**src/rtl/mdom_wvb_hdr_serializer_if.sv**
```systemverilog
// Header-FIFO side and framed word-stream side of the header serializer.
// master = serializer, slave = FIFO/readout environment.
interface mdom_wvb_hdr_serializer_if;
   logic          en;
   logic [103:0]  hdr_bundle;
   logic          hdr_empty;
   logic          hdr_rdreq;
   logic [15:0]   dout;
   logic          dout_valid;
   logic          dout_ready;
   logic          dout_last;
   logic          busy;
   logic [15:0]   frame_cnt;

   modport master (
      input  en, hdr_bundle, hdr_empty, dout_ready,
      output hdr_rdreq, dout, dout_valid, dout_last, busy, frame_cnt
   );

   modport slave (
      output en, hdr_bundle, hdr_empty, dout_ready,
      input  hdr_rdreq, dout, dout_valid, dout_last, busy, frame_cnt
   );
endinterface

```
**src/rtl/mdom_wvb_hdr_serializer.sv**
```systemverilog
// Pops one 104-bit waveform header and emits it as a framed 16-bit stream:
// sync word, 7 payload words (low word first), then an XOR checksum word.
module mdom_wvb_hdr_serializer #(
   parameter logic [15:0] P_SYNC_WORD = 16'h5A5A,
   parameter int          P_BUNDLE_W  = 104,
   parameter int          P_WORD_W    = 16
) (
   input  logic                          clk,
   input  logic                          rst,
   mdom_wvb_hdr_serializer_if.master     bus
);

   typedef enum logic [1:0] {
      IDLE,
      SYNC,
      PAYLOAD,
      CKSUM
   } state_t;

   localparam logic [2:0] LAST_IDX = 3'd6;

   state_t                  state, state_nxt;
   logic [P_BUNDLE_W-1:0]   shift_reg, shift_nxt;
   logic [P_WORD_W-1:0]     cksum, cksum_nxt;
   logic [P_WORD_W-1:0]     dout_q, dout_nxt;
   logic [15:0]             frame_cnt_q, cnt_nxt;
   logic [2:0]              word_idx, idx_nxt;
   logic                    valid_q, valid_nxt;
   logic                    last_q, last_nxt;
   logic                    pop;
   logic                    accept;

   assign pop    = (state == IDLE) && bus.en && !bus.hdr_empty && !rst;
   assign accept = valid_q && bus.dout_ready;

   always_ff @(posedge clk or posedge rst) begin
      if (rst) begin
         state       <= IDLE;
         shift_reg   <= '0;
         cksum       <= '0;
         dout_q      <= '0;
         frame_cnt_q <= '0;
         word_idx    <= '0;
         valid_q     <= 1'b0;
         last_q      <= 1'b0;
      end else begin
         state       <= state_nxt;
         shift_reg   <= shift_nxt;
         cksum       <= cksum_nxt;
         dout_q      <= dout_nxt;
         frame_cnt_q <= cnt_nxt;
         word_idx    <= idx_nxt;
         valid_q     <= valid_nxt;
         last_q      <= last_nxt;
      end
   end

   // The bundle shifts down one word per accepted payload word, so the next
   // word is always in the low slice; zero fill gives word 6 its 8'h00 pad.
   always_comb begin
      state_nxt = state;
      shift_nxt = shift_reg;
      cksum_nxt = cksum;
      dout_nxt  = dout_q;
      cnt_nxt   = frame_cnt_q;
      idx_nxt   = word_idx;
      valid_nxt = valid_q;
      last_nxt  = last_q;

      case (state)
         IDLE: begin
            if (pop) begin
               shift_nxt = bus.hdr_bundle;
               cksum_nxt = '0;
               idx_nxt   = '0;
               dout_nxt  = P_SYNC_WORD;
               valid_nxt = 1'b1;
               last_nxt  = 1'b0;
               state_nxt = SYNC;
            end
         end
         SYNC: begin
            if (accept) begin
               dout_nxt  = shift_reg[P_WORD_W-1:0];
               shift_nxt = shift_reg >> P_WORD_W;
               state_nxt = PAYLOAD;
            end
         end
         PAYLOAD: begin
            if (accept) begin
               cksum_nxt = cksum ^ dout_q;
               if (word_idx == LAST_IDX) begin
                  dout_nxt  = cksum ^ dout_q;
                  last_nxt  = 1'b1;
                  state_nxt = CKSUM;
               end else begin
                  dout_nxt  = shift_reg[P_WORD_W-1:0];
                  shift_nxt = shift_reg >> P_WORD_W;
                  idx_nxt   = word_idx + 3'd1;
               end
            end
         end
         CKSUM: begin
            if (accept) begin
               cnt_nxt   = frame_cnt_q + 16'd1;
               dout_nxt  = '0;
               valid_nxt = 1'b0;
               last_nxt  = 1'b0;
               state_nxt = IDLE;
            end
         end
         default: begin
            state_nxt = IDLE;
         end
      endcase
   end

   assign bus.hdr_rdreq  = pop;
   assign bus.dout       = dout_q;
   assign bus.dout_valid = valid_q;
   assign bus.dout_last  = last_q;
   assign bus.busy       = (state != IDLE);
   assign bus.frame_cnt  = frame_cnt_q;

endmodule

```
**src/flat_wrapper.sv**
```systemverilog
// flat-port wrapper written by rule: the top's interface ports become plain ports
module mdom_wvb_hdr_serializer_flat 
#(
   parameter logic [15:0] P_SYNC_WORD = 16'h5A5A,
   parameter int          P_BUNDLE_W  = 104,
   parameter int          P_WORD_W    = 16
)
  (clk, rst, bus_en, bus_hdr_bundle, bus_hdr_empty, bus_dout_ready, bus_hdr_rdreq, bus_dout, bus_dout_valid, bus_dout_last, bus_busy, bus_frame_cnt);
  mdom_wvb_hdr_serializer_if bus_i ();
  input  logic clk;
  input  logic rst;
  input wire logic [$bits(bus_i.en)-1:0] bus_en;
  input wire logic [$bits(bus_i.hdr_bundle)-1:0] bus_hdr_bundle;
  input wire logic [$bits(bus_i.hdr_empty)-1:0] bus_hdr_empty;
  input wire logic [$bits(bus_i.dout_ready)-1:0] bus_dout_ready;
  output wire logic [$bits(bus_i.hdr_rdreq)-1:0] bus_hdr_rdreq;
  output wire logic [$bits(bus_i.dout)-1:0] bus_dout;
  output wire logic [$bits(bus_i.dout_valid)-1:0] bus_dout_valid;
  output wire logic [$bits(bus_i.dout_last)-1:0] bus_dout_last;
  output wire logic [$bits(bus_i.busy)-1:0] bus_busy;
  output wire logic [$bits(bus_i.frame_cnt)-1:0] bus_frame_cnt;
  assign bus_i.en = bus_en;
  assign bus_i.hdr_bundle = bus_hdr_bundle;
  assign bus_i.hdr_empty = bus_hdr_empty;
  assign bus_i.dout_ready = bus_dout_ready;
  assign bus_hdr_rdreq = bus_i.hdr_rdreq;
  assign bus_dout = bus_i.dout;
  assign bus_dout_valid = bus_i.dout_valid;
  assign bus_dout_last = bus_i.dout_last;
  assign bus_busy = bus_i.busy;
  assign bus_frame_cnt = bus_i.frame_cnt;
  mdom_wvb_hdr_serializer #(.P_SYNC_WORD(P_SYNC_WORD), .P_BUNDLE_W(P_BUNDLE_W), .P_WORD_W(P_WORD_W)) u_core (.clk(clk), .rst(rst), .bus(bus_i));
endmodule
```
**config.mk**
```make
export PLATFORM = sky130hd
export DESIGN_NAME = mdom_wvb_hdr_serializer_flat
export DESIGN_NICKNAME = d
export VERILOG_FILES = /design/src/rtl/mdom_wvb_hdr_serializer_if.sv /design/src/rtl/mdom_wvb_hdr_serializer.sv /design/src/flat_wrapper.sv
export SDC_FILE = /design/constraint.sdc
export NUM_CORES = 1
export LEC_CHECK = 0
export BUFFER_PORTS_ARGS = -buffer_cell sky130_fd_sc_hd__buf_2
export CORE_ASPECT_RATIO = 1.25
export CORE_MARGIN = 3
export CORE_UTILIZATION = 56
export CTS_CLUSTER_SIZE = 25
export DETAILED_ROUTE_END_ITERATION = 16
export PLACE_DENSITY = 0.76
export SYNTH_ARGS = -nofsm -noshare
export SYNTH_HDL_FRONTEND = slang
export SYNTH_SLANG_ARGS = --single-unit
```
**constraint.sdc**
```tcl
create_clock -name clk -period 6.81 [get_ports clk]
set_input_delay 1.362 -clock clk [delete_from_list [all_inputs] [get_ports clk]]
set_output_delay 1.362 -clock clk [all_outputs]
set_load 0.01 [all_outputs]
```
# == After elaboration in Yosys (flattened, before gate mapping) ==
# Index checks and enable logic that the tools add are counted.
# totals
ff_bits,159
out_inout_bits,36
# op_classes
add_sub_neg,2
bitwise,1
eq_ne,10
mux,31
reduce_logical,20
# ops
operator,n
2-to-1 mux 104 bit,4
case mux 104 bit (3 select lines),1
2-to-1 mux 16 bit,7
case mux 16 bit (4 select lines),1
case mux 16 bit (2 select lines),1
"adder 16 x 1 -> 16 bit, second input constant",1
bitwise XOR 16 bit,1
AND reduction 5 bit,3
2-to-1 mux 2 bit,5
2-to-1 mux 3 bit,3
"!= test 2 x 1 -> 1 bit, second input constant",4
case mux 2 bit (4 select lines),1
AND reduction 4 bit,2
case mux 3 bit (2 select lines),1
AND reduction 3 bit,2
nonzero test 2 bit,3
nonzero test 3 bit,2
2-to-1 mux 1 bit,5
"equality test 2 bit, second input constant",2
logical AND 1 bit,4
"!= test 2 bit, second input constant",2
"adder 3 x 1 -> 3 bit, second input constant",1
"equality test 3 bit, second input constant",1
case mux 1 bit (3 select lines),1
5 further kinds,6

# == Logic depth before layout (Yosys ltp) ==
# Gate-level depths: netlist of run 1.
# logic_depth
depth_word,6
mapped_depth,10
mapped_depth_nobuf,6

# == Least setup slack after synthesis of run 1 ==
# No wires, ideal clock.
# synth_path
path_type,input-to-output
start,input port bus_hdr_empty
end,output port bus_hdr_rdreq
t_arrival_ps,2047
path_slack_ps,3401
stages,3
path_buffers,1
path_cell_list,or3b_1 buf_6 nor2_1
# synth_between
elab_chain_cells,3
# synth_lines
element,line_no,rtl
"start, declared",flat_wrapper.sv:14,input wire logic [$bits(bus_i.hdr_empty)-1:0] bus_hdr_empty;
zero test 1 bit,mdom_wvb_hdr_serializer.sv:33,assign pop = (state == IDLE) && bus.en && !bus.hdr_empty && !rst;
logical AND 1 bit (2 in a row),mdom_wvb_hdr_serializer.sv:33,
"end, declared",flat_wrapper.sv:16,output wire logic [$bits(bus_i.hdr_rdreq)-1:0] bus_hdr_rdreq;
# No other way between the ends.

# == Worst setup path in the final report of run 1 ==
# layout_path
start,register u_core.state[0]
end,register u_core.shift_reg[22]
# layout_between
elab_chain_cells,6
# layout_lines
element,line_no,rtl
"start, declared",mdom_wvb_hdr_serializer.sv:22,"state_t state, state_nxt;"
"start signal, assigned",mdom_wvb_hdr_serializer.sv:47,state <= state_nxt;
zero test 2 bit,"mdom_wvb_hdr_serializer.sv:33, mdom_wvb_hdr_serializer.sv:70",
logical AND 1 bit (3 in a row),mdom_wvb_hdr_serializer.sv:33,
!= test 2 bit (no line),--,
AND reduction 5 bit (no line),--,
"end signal, assigned",mdom_wvb_hdr_serializer.sv:48,shift_reg <= shift_nxt;
"end, declared",mdom_wvb_hdr_serializer.sv:23,"logic [P_BUNDLE_W-1:0] shift_reg, shift_nxt;"
# Parallel ways exist; a longest one is shown, timed or not.
# A chain may end at the register's enable or synchronous reset.

==> flow_results.org, run 1 <==
** Outcome
- Status :: finished, final reports clean

** Layout
- The register with the most flip-flops in the layout has 104 of them.
- At the end of the flow, the number of nets in the layout was 1,000.
- Layout filler cell count :: 1,022
- Fraction of layout cells with a size suffix above 1 :: 22.57%
- Area added between synthesis and finish :: 17.01%
- Total inserted antenna cells :: 0

** Pwr
- NetSw :: 0.002049 W
- Leak :: 4.212 nW
- For this design the ratio of total power to cell area is 555.1 mW/mm^2.
- Switching share of total power :: 41.12%
- Of the total power, registers draw 33.9%.
- Clock Power Share :: 19.4%
- Worst IR drop on VDD :: 0.3723 mV
- Cell Int Power :: 0.002934 W
- Combinational cells account for 46.7% of the total power.

** Worst setup path
- Category of the worst setup path launch point :: register
- Among all stages on the critical path, the largest delay is contributed by sky130_fd_sc_hd__o2111a_4.
- Biggest fanout along the worst timing path :: 121
- Walking the worst path, the cells encountered are inv_1, ha_1, nand3_1, o2111a_4, buf_4, nor2_1, a21oi_1.
- CP required :: 7.16 ns
- Longest individual stage delay on the worst path :: 1.07 ns
- The worst setup path is of the register to register kind.
- Endpoint class of the critical path :: register
- Bufs and invs on worst path :: 2
- Data on the critical path arrives at its endpoint at 4.54 ns.
- On the critical path the largest part of the delay comes from compound AO/OA/AOI/OAI gates.

** Clock network
- The tree built by TritonCTS fans out to 159 sinks.
- Buffer type at the clock tree root :: sky130_fd_sc_hd__clkbuf_16
- Count of buffers added by post-CTS timing repair for setup :: 0
- CTS-repair resized insts :: 0
- TritonCTS built the clock tree.
- After clock tree synthesis, the clock-pin slew on the worst setup and hold paths is 0.06 ns.
- Cts bufs inserted :: 17
- Clock latency on the worst-skew pair, taken at its later pin, is 0.43 ns.
- H-Tree Level Count :: 4
- Maximum buffer depth of the clock tree :: 2
- The number of hold buffers added after CTS was 0.

** Drt
- Number of remaining DRC errors :: 0
- Via count :: 6,053
- Number of optimization iterations in the first detailed-route pass :: 5
- Violation count after the first detailed-routing iteration :: 428
- Once detail routing completed, the nets flagged for antenna violations numbered 0.
- Routed wire length per instance :: 17.24 um
- Using the TritonRoute via totals, the vias-per-cell ratio works out to 5.678.
- Final Routed Wirelength :: 18.38 mm

** Timing
- Worst-case clock skew :: 0.009574 ns
- Setup violations remaining at the end of the flow were counted as 0.
- Share of the clock period used by the worst path :: 61.55%
- Total Neg Setup Slack :: 0 ns
- Max-Slew Margin vs Limit :: 27.70%
- For this run, the top clock speed supported by timing is 0.2386 GHz.
- The final count of hold timing violations is 0.
- Worst hold margin :: 0.4828 ns
- Unrepaired setup endpoints after global routing :: no
- At the pin with the least slew margin, the transition time is 1.085 ns.
- The count of pins over their slew limit was 0.
- Minimum clock period :: 4.192 ns

** Global routing
- The number of antenna violations at the first check in global routing came to 1.
- Pin count of the biggest net entering global routing :: 122
- Total routing resource utilization after global routing :: 24.50%
- Remaining global-route overflow :: 0
- The number of global-route vias before repair is 5,869.
- First-pass GRT wire length :: 29.52 mm

** Die
- Initial core utilization :: 57.47%
- Die Height :: 136.9 um
- Standard-cell row count :: 47
- Count of pins on the block boundary :: 145
- Die Wd :: 110.7 um
- The floorplan step defined a core boundary enclosing 0.01335 mm^2.
- Overall die area :: 0.01515 mm^2

** Logic synthesis
- The number of nets in the synthesized netlist is 883.
- For this run, the register share of the synthesized area comes to 51.86%.
- Most frequently used flop master after synthesis :: sky130_fd_sc_hd__dfrtp_1
- Avg Cell Area, Syn :: 10.03 um^2
- The largest total area in the synthesized netlist belongs to sky130_fd_sc_hd__dfrtp_1.
- In the synthesized netlist the async set-or-reset flop fraction comes to 100.0%.
- Number of instances in the synthesized netlist :: 765
- Sorting the synthesized cells by area gives the leading types as sky130_fd_sc_hd__dfrtp_1, sky130_fd_sc_hd__mux2i_1, sky130_fd_sc_hd__a21oi_1.
- Yosys printed 0 warnings.
- Fraction of post-synthesis cell area in the top cell type by area :: 51.86%
- After synthesis the cells add up to 0.007672 mm^2.
- Post-synthesis sequential element count :: 159
- After synthesis, the netlist uses 50 different library cells.
- Number of flops mapped to enable cells by yosys :: 0

** Placed design
- The congestion estimate from routability-driven global placement came to 0.8487.
- Post-DP HPWL :: 12.44 mm
- The count of buffers added on input and output ports is 144.

** Job
- The tool flagged a number of max-cap violations equal to 0.

** Hold path
- In this run the worst hold path is classified as register to register.
worst reg2reg max path: stages (launching register included):
cell                       delay (ns)
sky130_fd_sc_hd__dfrtp_1         0.44
sky130_fd_sc_hd__inv_1           0.13
sky130_fd_sc_hd__ha_1            0.57
sky130_fd_sc_hd__nand3_1         0.79
sky130_fd_sc_hd__o2111a_4        1.07
sky130_fd_sc_hd__buf_4           0.80
sky130_fd_sc_hd__nor2_1          0.15
sky130_fd_sc_hd__a21oi_1         0.16
placed cells by master (no fill, tap or decap), types with 2 or more instances in the layout:
cell type	instances
sky130_fd_sc_hd__bufinv_16	3
sky130_fd_sc_hd__o21ai_0	52
sky130_fd_sc_hd__o21ai_1	14
sky130_fd_sc_hd__buf_4	3
sky130_fd_sc_hd__nand4_1	3
sky130_fd_sc_hd__a21oi_1	107
sky130_fd_sc_hd__clkbuf_1	2
sky130_fd_sc_hd__clkbuf_8	2
sky130_fd_sc_hd__nand2_1	25
sky130_fd_sc_hd__clkbuf_16	17
sky130_fd_sc_hd__buf_2	144
sky130_fd_sc_hd__o21ai_2	2
sky130_fd_sc_hd__ha_1	8
sky130_fd_sc_hd__nand3_1	11
sky130_fd_sc_hd__nor3b_1	9
sky130_fd_sc_hd__inv_6	2
sky130_fd_sc_hd__clkinv_2	6
sky130_fd_sc_hd__nor2b_1	16
sky130_fd_sc_hd__xor2_1	4
sky130_fd_sc_hd__mux2i_1	88
sky130_fd_sc_hd__or2_2	9
sky130_fd_sc_hd__o22a_1	2
sky130_fd_sc_hd__a221oi_1	8
sky130_fd_sc_hd__inv_1	22
sky130_fd_sc_hd__xnor2_1	11
sky130_fd_sc_hd__mux2_2	2
sky130_fd_sc_hd__nor3_1	9
sky130_fd_sc_hd__nand3b_1	17
sky130_fd_sc_hd__nor2_1	112
sky130_fd_sc_hd__dfrtp_1	159
power groups by stage:
| stage | Clock [W] | Sequential, W | Combinational [W] |
|---|---|---|---|
| 5_1_grt | 0.00102 | 0.00174 | 0.00259 |
| 4_1_cts | 0.000981 | 0.00168 | 0.00234 |
| 2_1_floorplan | 0 | 0.00162 | 0.00192 |
| 6_report | 0.000968 | 0.00169 | 0.00233 |
| 3_5_place_dp | 0 | 0.00169 | 0.00233 |
| 3_3_place_gp | 0 | 0.00167 | 0.00222 |
through the flow:
step	util [%]	power, W	cell area, um^2	worst slack, ns	std cells
6_report	67.25	0.004983	8977	2.618	1066
5_1_grt	67.25	0.005356	8977	2.290	1066
4_1_cts	67.25	0.005005	8977	2.679	1066
2_1_floorplan	-	0.003543	7672	1.156	765
3_5_place_dp	62.78	0.004019	8381	2.715	1034
3_3_place_gp	62.78	0.003893	8381	2.855	1034
synthesized netlist by cell type (2+ instances only):
| cell type | instances |
|---|---|
| sky130_fd_sc_hd__dfrtp_1 | 159 |
| sky130_fd_sc_hd__nor2_1 | 112 |
| sky130_fd_sc_hd__a21oi_1 | 107 |
| sky130_fd_sc_hd__mux2i_1 | 88 |
| sky130_fd_sc_hd__o21ai_0 | 52 |
| sky130_fd_sc_hd__buf_2 | 25 |
| sky130_fd_sc_hd__nand2_1 | 25 |
| sky130_fd_sc_hd__inv_1 | 23 |
| sky130_fd_sc_hd__nand3b_1 | 17 |
| sky130_fd_sc_hd__nor2b_1 | 16 |
| sky130_fd_sc_hd__o21ai_1 | 14 |
| sky130_fd_sc_hd__clkbuf_1 | 12 |
| sky130_fd_sc_hd__nand3_1 | 11 |
| sky130_fd_sc_hd__xnor2_1 | 11 |
| sky130_fd_sc_hd__ha_1 | 9 |
| sky130_fd_sc_hd__nor3_1 | 9 |
| sky130_fd_sc_hd__nor3b_1 | 9 |
| sky130_fd_sc_hd__or2_2 | 9 |
| sky130_fd_sc_hd__a221oi_1 | 8 |
| sky130_fd_sc_hd__buf_4 | 8 |
| sky130_fd_sc_hd__buf_6 | 4 |
| sky130_fd_sc_hd__xor2_1 | 4 |
| sky130_fd_sc_hd__nand4_1 | 3 |
| sky130_fd_sc_hd__mux2_2 | 2 |
| sky130_fd_sc_hd__o21ai_2 | 2 |
| sky130_fd_sc_hd__o22a_1 | 2 |
kinds of logic (layout without fill, tap and decap cells):
family / count (synthesis) / count (layout) / share of synthesized area [%]
buffers and inverters: 73 / 203 / 4.762
muxes: 90 / 90 / 11.77
AOI/OAI and AO/OA: 197 / 197 / 14.40
DFF: 159 / 159 / 51.86
adders and majority gates: 9 / 9 / 1.468
xor gates and xnor gates: 15 / 15 / 1.712
and+or+nand+nor: 222 / 222 / 14.02
cell type report:
cell class | count | area [um^2] | share of cell area (%)
clock buffers | 21 | 460.4 | 5.129
well taps | 171 | 214.0 | 2.383
flip-flops and latches | 159 | 3979 | 44.32
multi-input cells | 533 | 3349 | 37.31
repair buffers | 147 | 743.2 | 8.279
clock inverters | 11 | 136.4 | 1.519
inverters | 24 | 95.09 | 1.059
worst paths after layout:
check,start,end,slack (ns),cells past startpoint
min reg2reg,u_core.bus.frame_cnt[15],u_core.bus.frame_cnt[15],0.48,1
max in group asynchronous,rst,u_core.bus.dout[15],4.31,3
max,u_core.state[0],u_core.shift_reg[22],2.62,7
min in group asynchronous,rst,u_core.bus.frame_cnt[2],1.12,2
max reg2reg,u_core.state[0],u_core.shift_reg[22],2.62,7
min,u_core.bus.frame_cnt[15],u_core.bus.frame_cnt[15],0.48,1
metal layers:
metal,global-route usage (%),share of wire [%],routed length (um),up-vias
met4,9.446,1.8,336,2
li1,-,-,-,2894
met5,0,0.071,13,-
met1,30.25,40,7428,2938
met3,7.121,6.3,1152,28
met2,41.06,51,9447,191
(Power assumes the default switching activity.)
==> inputs of run 2 (changes only) <==
--- a/config.mk
+++ b/config.mk
@@ -8,10 +8,10 @@
 export BUFFER_PORTS_ARGS = -buffer_cell sky130_fd_sc_hd__buf_2
 export CORE_ASPECT_RATIO = 1.25
 export CORE_MARGIN = 3
-export CORE_UTILIZATION = 56
+export CORE_UTILIZATION = 50
 export CTS_CLUSTER_SIZE = 25
 export DETAILED_ROUTE_END_ITERATION = 16
-export PLACE_DENSITY = 0.76
+export PLACE_DENSITY = 0.72
 export SYNTH_ARGS = -nofsm -noshare
 export SYNTH_HDL_FRONTEND = slang
 export SYNTH_SLANG_ARGS = --single-unit
==> constraint.sdc (replaced) <==
create_clock -name clk -period 3.6 [get_ports clk]
set_input_delay 0.72 -clock clk [delete_from_list [all_inputs] [get_ports clk]]
set_output_delay 0.72 -clock clk [all_outputs]
set_load 0.01 [all_outputs]
==> run 2 against run 1 <==
Against the previous run:
- global-route usage fell by 3.0 points
- routed wire length fell by 4.7%
- first-iteration DRC count fell by 15%
- sequential cell count did not move
- sequential power rose by 88%
- combinational power rose by 93%
- critical path depth did not move
- maximum frequency rose by 59%
==> flow_results.org, run 2 (same netlist as run 1, synthesis figures left out) <==
** Worst setup path
- STA classifies the critical path endpoint as a register.
- Walking the worst path, the cells encountered are inv_1, ha_1, o2bb2ai_1, o2111a_4, buf_4, nor2_1, a21oi_1.
- The worst setup path is launched from a register.
- The slowest stage of the critical path belongs to the cell sky130_fd_sc_hd__o2111a_4.
- Bufs and invs on worst path :: 2 (unchanged)
- Critical Setup Path Class :: register to register
- Biggest fanout along the worst timing path :: 82 (-32%)
- Endpoint arrival time on the critical path :: 2.98 ns (-1.56 ns)
- The largest stage delay on the critical path was 0.77 ns (-0.30 ns).
- The kind of cell with the highest combined delay along the critical path is compound AO/OA/AOI/OAI gates.
- CP required :: 3.95 ns (-3.21 ns)

** Clock network
- CTS-repair resized insts :: 0 (unchanged)
- Number of sinks driven by the clock tree :: 159 (unchanged)
- TritonCTS clock tree :: done
- The root buffer cell chosen for the clock tree is sky130_fd_sc_hd__clkbuf_16.
- The maximum level of the CTS H-tree is 4 (unchanged).
- The total CTS buffers was 17 (unchanged).
- The number of setup buffers added after CTS was 0 (unchanged).
- The maximum count of clock buffers along a single path was 2 (unchanged).
- The clock network latency to the later pin of the worst-skew pair was 0.43 ns (about the same).
- The quantity of hold-fixing buffers added after cts was 0 (unchanged).
- The clock edge transition at the registers on the reported setup and hold paths was 0.06 ns (about the same).

** Drt
- Detailed-route vias per instance :: 5.362 (-5.6%)
- Via count :: 5,812 (-4.0%)
- The DRC violation total after the first TritonRoute iteration was 364 (-15%).
- The count of unresolved DRC violations after routing was 0 (unchanged).
- Post-route antenna net violation count :: 0 (unchanged)
- The wire length per cell came to 16.16 um (-6.3%).
- The first-pass detailed-route iteration total came to 4 (-1).
- Final Routed Wirelength :: 17.51 mm (-4.7%)

** Die
- The number of standard-cell rows in the floorplan was 50 (+6.4%).
- The starting density of the core was 51.10% (-6.4 points).
- The overall die width was 116.8 um (+5.5%).
- The total I/O pin count is 145 (unchanged).
- The chip height was 144.5 um (+5.6%).
- Overall die area :: 0.01688 mm^2 (+11%)
- Core outline area :: 0.01501 mm^2 (+12%)

** Layout
- Compared with the post-synthesis result, the final layout area differs by 18.92%.
- Leaving out fill and tap cells, the most frequent cell in the layout is sky130_fd_sc_hd__dfrtp_1.
- The flip-flop count of the largest register, all copies and words added is 104 (unchanged).
- The area of all placed cells without fillers came to 0.009124 mm^2 (+1.6%).
- Most used cells in the layout excluding fill and tap cells :: sky130_fd_sc_hd__dfrtp_1, sky130_fd_sc_hd__buf_2, sky130_fd_sc_hd__nor2_1
- Fraction of layout cells with a size suffix above 1 :: 23.11% (+0.54 points)
- The layout net count is 1,006 (+0.60%).
- Filler-free cell count of the finished design :: 1,084 (+1.7%)

** Job
- Count of max-cap constraint violations :: 0 (unchanged)

** Timing
- The part of the cycle the worst path needs was 73.15% (+12 points).
- Unrepaired setup endpoints after global routing :: no
- The setup violation total in the final timing report is 0 (unchanged).
- Worst-case clock skew :: 0.005285 ns (-0.004290 ns)
- The final critical-path required period was 2.633 ns (-1.559 ns).
- Pins over their slew limit :: 0 (unchanged)
- Actual transition at the worst max-transition pin :: 0.8445 ns (-0.2401 ns)
- Count of final hold-check violations :: 0 (unchanged)
- The maximum clock rate came to 0.3797 GHz (+59%).
- Total Neg Setup Slack :: 0 ns (unchanged)
- Max-Slew Margin vs Limit :: 43.70% (+16 points)

** Pwr
- The power density over the cells came to 1050 mW/mm^2 (+89%).
- Worst IR drop on VDD :: 0.5651 mV (+52%)
- The cell leakage power came to 4.266 nW (+1.3%).

** Placed design
- # placed instances :: 1,051 (+1.6%)
- Post-DP HPWL :: 11.91 mm (-4.3%)
- The instance area at placement is 0.008488 mm^2 (+1.3%).
- The routability-driven placement congestion ratio is 0.8160 (-3.9%).
- Port Buffers :: 144 (unchanged)

** Global routing
- The global-route wire length before repair is 28.15 mm (-4.6%).
- The number of global-route vias before repair is 5,657 (-3.6%).
- Antenna violations before repair :: 3 (+2)
- Remaining global-route overflow :: 0 (unchanged)
- The aggregate global-route resource usage is 21.51% (-3.0 points).
- Pin count of the biggest net entering global routing :: 160 (+31%)

** Outcome
- The run finished with clean final reports.

** Hold path
- The tightest min-delay check is of the register to register type.
==> run 2: path summary, 6_finish.rpt <==
| kind | from | endpoint | slack [ns] | cells after the start |
|---|---|---|---|---|
| max in group asynchronous | rst | u_core.shift_reg[27] | 2.43 | 3 |
| min reg2reg | u_core.bus.frame_cnt[15] | u_core.bus.frame_cnt[15] | 0.47 | 1 |
| max | u_core.state[0] | u_core.shift_reg[4] | 0.97 | 7 |
| min in group asynchronous | rst | u_core.bus.dout_valid | 0.57 | 3 |
| max reg2reg | u_core.state[0] | u_core.shift_reg[4] | 0.97 | 7 |
| min | u_core.bus.frame_cnt[15] | u_core.bus.frame_cnt[15] | 0.47 | 1 |
==> run 2: stage by stage <==
step	utilization, %	total power, W	hold WS [ns]	setup WS (ns)
floorplan	-	0.006703	0.4543	0.8651
global placement	56.53	0.007581	0.4597	0.8743
detailed placement	56.53	0.007712	0.4625	0.8324
CTS	60.73	0.009666	0.4750	0.9689
global route	60.75	0.01035	0.4972	0.6993
finish	60.77	0.009578	0.4665	0.9667
==> run 2: worst reg2reg max path, delay by kind of cell (launching register included) <==
family,cells,cell delay (ns)
compound gates,3,1.14
fa+ha+maj,1,0.38
buf+inv,2,0.54
flops,1,0.44
simple gates,1,0.07
==> run 2: area by class of cell <==
cell class	instances	area, um^2
repair buffers	153	838.3
inverters	24	93.84
clock buffers	21	470.5
diodes	2	5.005
fillers	1298	5891
clock inverters	10	160.2
flip-flops and latches	159	3979
multi-input cells	533	3349
well taps	182	227.7
==> run 2: power by group <==
group | total [W] | switching (W) | internal (W)
clock network | 0.00192 | 0.000713 | 0.00121
logic | 0.00449 | 0.00256 | 0.00193
registers | 0.00317 | 0.000557 | 0.00261
==> run 2: per-layer routing <==
layer	track usage (%)	vias up	share of wire, %
li1	-	2909	-
met1	27.15	2747	43
met2	35.57	132	49
met3	6.153	20	6.0
met4	7.126	4	1.5
met5	0	-	0.12
